[config.mk]
export PLATFORM = sky130hd
export DESIGN_NAME = spm_seq
export DESIGN_NICKNAME = d
export VERILOG_FILES = /design/src/rtl/spm_seq.sv
export SDC_FILE = /design/constraint.sdc
export NUM_CORES = 1
export LEC_CHECK = 0
export BUFFER_PORTS_ARGS = -buffer_cell sky130_fd_sc_hd__buf_2
export CAP_MARGIN = 20
export CORE_UTILIZATION = 50
export CTS_CLUSTER_SIZE = 30
export DETAILED_ROUTE_END_ITERATION = 6
export GPL_TIMING_DRIVEN = 0
export PLACE_DENSITY = 0.76
export SKIP_CTS_REPAIR_TIMING = 1
export SLEW_MARGIN = 10
export SYNTH_ARGS = -nofsm -noshare
export SYNTH_HDL_FRONTEND = slang
export SYNTH_SLANG_ARGS = --single-unit
[constraint.sdc]
create_clock -name clk -period 7.61 [get_ports clk]
set_input_delay 0.761 -clock clk [delete_from_list [all_inputs] [get_ports clk]]
set_output_delay 0.761 -clock clk [all_outputs]
set_load 0.02 [all_outputs]
[src/rtl/spm_seq.sv]
// Operand sequencer and product collector for the serial-parallel multiplier spm.
// Feeds x/y/ld to spm and deserialises its LSB-first product stream into prod.
module spm_seq #(
    parameter int SIZE = 32
) (
    input  logic                clk,
    input  logic                rst,
    input  logic                in_valid,
    output logic                in_ready,
    input  logic [SIZE-1:0]     mc,
    input  logic [SIZE-1:0]     mp,
    output logic                out_valid,
    input  logic                out_ready,
    output logic [2*SIZE-1:0]   prod,
    output logic [SIZE-1:0]     x_o,
    output logic                y_o,
    output logic                ld_o,
    input  logic                p_i
);

    localparam int CW = $clog2(2*SIZE);
    localparam logic [CW-1:0] LAST = CW'(2*SIZE-1);

    typedef enum logic [1:0] {IDLE, SHIFT, TAIL, DONE} state_t;

    state_t                   state, state_nxt;
    logic [CW-1:0]            cnt;
    logic signed [SIZE-1:0]   mpr;
    logic [2*SIZE-1:0]        acc;

    always_ff @(posedge clk or posedge rst) begin
        if (rst) state <= IDLE;
        else     state <= state_nxt;
    end

    // Outputs depend on registered state only; y_o takes the multiplier LSB,
    // and the arithmetic shift below supplies the sign extension once mp runs out.
    always_comb begin
        state_nxt = state;
        in_ready  = 1'b0;
        out_valid = 1'b0;
        ld_o      = 1'b0;
        y_o       = 1'b0;
        case (state)
            IDLE: begin
                in_ready = 1'b1;
                ld_o     = 1'b1;
                if (in_valid) state_nxt = SHIFT;
            end
            SHIFT: begin
                y_o = mpr[0];
                if (cnt == LAST) state_nxt = TAIL;
            end
            TAIL: state_nxt = DONE;
            DONE: begin
                out_valid = 1'b1;
                ld_o      = 1'b1;
                if (out_ready) state_nxt = IDLE;
            end
            default: state_nxt = IDLE;
        endcase
    end

    always_ff @(posedge clk or posedge rst) begin
        if (rst) begin
            x_o  <= '0;
            mpr  <= '0;
            cnt  <= '0;
            acc  <= '0;
            prod <= '0;
        end else begin
            case (state)
                IDLE: begin
                    if (in_valid) begin
                        x_o <= mc;
                        mpr <= mp;
                        cnt <= '0;
                    end
                end
                SHIFT: begin
                    mpr <= mpr >>> 1;
                    cnt <= cnt + CW'(1);
                    // spm output lags y by one cycle, so the first slot carries no product bit
                    if (cnt != '0) acc <= {p_i, acc[2*SIZE-1:1]};
                end
                TAIL: prod <= {p_i, acc[2*SIZE-1:1]};
                default: ;
            endcase
        end
    end

endmodule

==> out/results.tsv <==
stage	metric	value	unit
outcome	outcome	finished clean	
global_routing	grt_overflow	0	
critical_path	crit_arrival	2.35	ns
layout	n_antenna_cell	0	
logic_synthesis	synth.avg_cell_area	14.9	sq um
layout	drive_above_1_share	0.496	
floorplan	row_count	45	
sta	post-route-period-util	0.408	
detailed_routing	dr.pass1.iters	4	
layout	syn_to_final_growth	22.2	%
detailed_routing	wl	14600	microns
global_routing	grt_pass1_vias	4941	
layout	nNetsFinal	790	
critical_path	end_kind	output port	
detailed_routing	drc	0	
placed_design	place_area	8980	sq um
hold_path	hold_class	register to register	
logic_synthesis	ys_types	25	
detailed_routing	wl_per_cell	15.6	microns
sta	finalHoldViolCount	0	
logic_synthesis	syn-num-nets	602	
detailed_routing	ant_nets	0	
detailed_routing	drtIter0Drc	166	
logic_synthesis	synth_top_area_share	0.635	
logic_synthesis	ys_seq_elements	199	
logic_synthesis	yosysSeqAreaShare	0.635	
critical_path	max_stage_delay	0.46	ns
logic_synthesis	synth_area	7850	sq um
global_routing	grt_max_degree	121	
cts	cts_htree_levels	4	
logic_synthesis	yosys.area.top_type	dfrtp_1	
layout	stdcell_area	9590	sq um
critical_path	critical_path.max_fanout	10	
placed_design	portBuffers	168	
detailed_routing	viasPerCell	5.05	
power_and_ir_drop	total_power	3600	uW
global_routing	grt_util_all_layers	0.192	
power_and_ir_drop	power_density	376	nW/um^2
floorplan	io_pins	169	
logic_synthesis	ys_warn_count	0	
cts	cts_tree	yes	
critical_path	critPathSlowestCell	clkbuf_1	
placed_design	gp_congestion	0.763	
placed_design	hpwl	10200	microns
floorplan	die_area	16200	sq um
floorplan	die_h	127	microns
critical_path	cpMostUsedCell	buf_2	
sta	worst_slew_pin_slew	0.841	ns
floorplan	start_util	0.514	
sta	finalSetupViolCount	0	
run	drv_cap	0	
detailed_routing	num_vias	4736	
global_routing	grt_pass1_wl	24400	microns
sta	rsz0062_at_grt	false	
cts	clockBufferDepth	2	
sta	finClkSkew	0.00780	ns
cts	cts_buffers	17	
critical_path	critPathKind	register to output port	
cts	clk_pin_slew	0.06	ns
sta	whs	0.476	ns
global_routing	antenna_found_initial	0	
critical_path	critPathLaunchType	register	
layout	layout_commonest_cell	dfrtp_1	
layout	finish.utilization	0.628	
logic_synthesis	synth_area_leaders	dfrtp_1 (63%), mux2_2 (22%), mux2i_1 (4.3%), o21ai_0 (2.2%), nand2_1 (1.6%)	
layout	mostFrequentLayoutCells	dfrtp_1 (199), buf_2 (171), mux2_2 (151)	
cts	root_buffer	clkbuf_16	
sta	relSlewSlack	0.425	
sta	maxSlewViolCount	0	
power_and_ir_drop	p_leak	0.00496	uW
cts	clkLatencyLatePin	0.42	ns
sta	period_needed	3.11	ns
power_and_ir_drop	ir_drop	0.235	mV
sta	fmax	0.322	GHz
cts	cts.sinks	199	
floorplan	fp.coreArea	15300	sq um
floorplan	die_w	127	microns
critical_path	cp.required	6.85	ns
critical_path	path_cells	inv_1 -> ha_1 -> clkbuf_1 -> buf_2 -> and2_1 -> buf_2	
logic_synthesis	netlist_instances	527	
## cell usage after synthesis
| master | n |
|---|---|
| a2111oi_0 | 1 |
| a21boi_0 | 1 |
| a21oi_1 | 4 |
| and2_1 | 1 |
| buf_1 | 3 |
| buf_2 | 3 |
| buf_6 | 6 |
| clkbuf_1 | 15 |
| dfrtp_1 | 199 |
| ha_1 | 6 |
| inv_1 | 7 |
| mux2_1 | 10 |
| mux2_2 | 151 |
| mux2i_1 | 34 |
| nand2_1 | 34 |
| nand2b_1 | 1 |
| nand3_1 | 4 |
| nor2_1 | 4 |
| nor2b_1 | 2 |
| o21ai_0 | 34 |
| o21ai_4 | 1 |
| o31ai_1 | 2 |
| or3_1 | 1 |
| or4_1 | 2 |
| or4b_4 | 1 |
## metal layers
layer,track usage,up-vias,share of wire,routed length [microns]
li1,-,2227,-,-
met1,0.247,2356,0.45,6530
met2,0.312,139,0.49,7130
met3,0.0503,14,0.051,752
met4,0.0735,0,0.013,191
met5,0,-,0,0
## logic make-up after synthesis
logic type / Yosys count / synth area share
DFF: 199 / 0.635
adders and majority gates: 6 / 0.00957
muxes: 195 / 0.274
and+or+nand+nor: 50 / 0.0284
buffers and inverters: 34 / 0.0225
AOI/OAI and AO/OA: 43 / 0.0303
## layout make-up
class / instances / area (sq um)
well taps: 211 / 264
repair buffers: 169 / 868
flip-flops and latches: 199 / 4980
clock inverters: 9 / 140
fillers: 1162 / 5670
inverters: 7 / 33.8
clock buffers: 21 / 460
plain buffers: 27 / 150
multi-input cells: 294 / 2690
## through the flow
stage / worst slack, ns / instances / TNS [ns]
floorplan: 1.42 / 527 / 0
global placement: -0.189 / 906 / -35.05
detailed placement: 4.95 / 907 / 0
CTS: 4.48 / 937 / 0
global route: 4.38 / 937 / 0
finish: 4.50 / 937 / 0
## state kept, by name, indices dropped and copies added, names as in the netlist
| name | cells |
|---|---|
| acc | 63 |
| x_o | 32 |
| mpr | 32 |
| cnt | 6 |
| prod | 64 |
| state | 2 |
## path summary, 6_finish.rpt
kind / start / endpoint / slack (ns) / cells after the start
worst max-delay path: state[1] / y_o / 4.50 / 6
worst min-delay path: mpr[0] / mpr[0] / 0.48 / 2
worst max register to register: state[0] / mpr[5] / 5.25 / 7
worst min register to register: mpr[0] / mpr[0] / 0.48 / 2
max in group asynchronous: rst / x_o[27] / 6.24 / 3
min in group asynchronous: rst / prod[21] / 0.52 / 2
## worst max-delay path, delay by kind of cell, from the launching register on
kind	cells	cell delay (ns)
fa+ha+maj	1	0.26
buf+inv	4	1.10
flops	1	0.40
simple gates	1	0.17
## power breakdown
group          internal, uW  switching [uW]  leakage [uW]
sequential             1310             139       0.00262
clock                   536             379      0.000287
combinational           539             693       0.00205
Power figures use the tool's default switching activity.
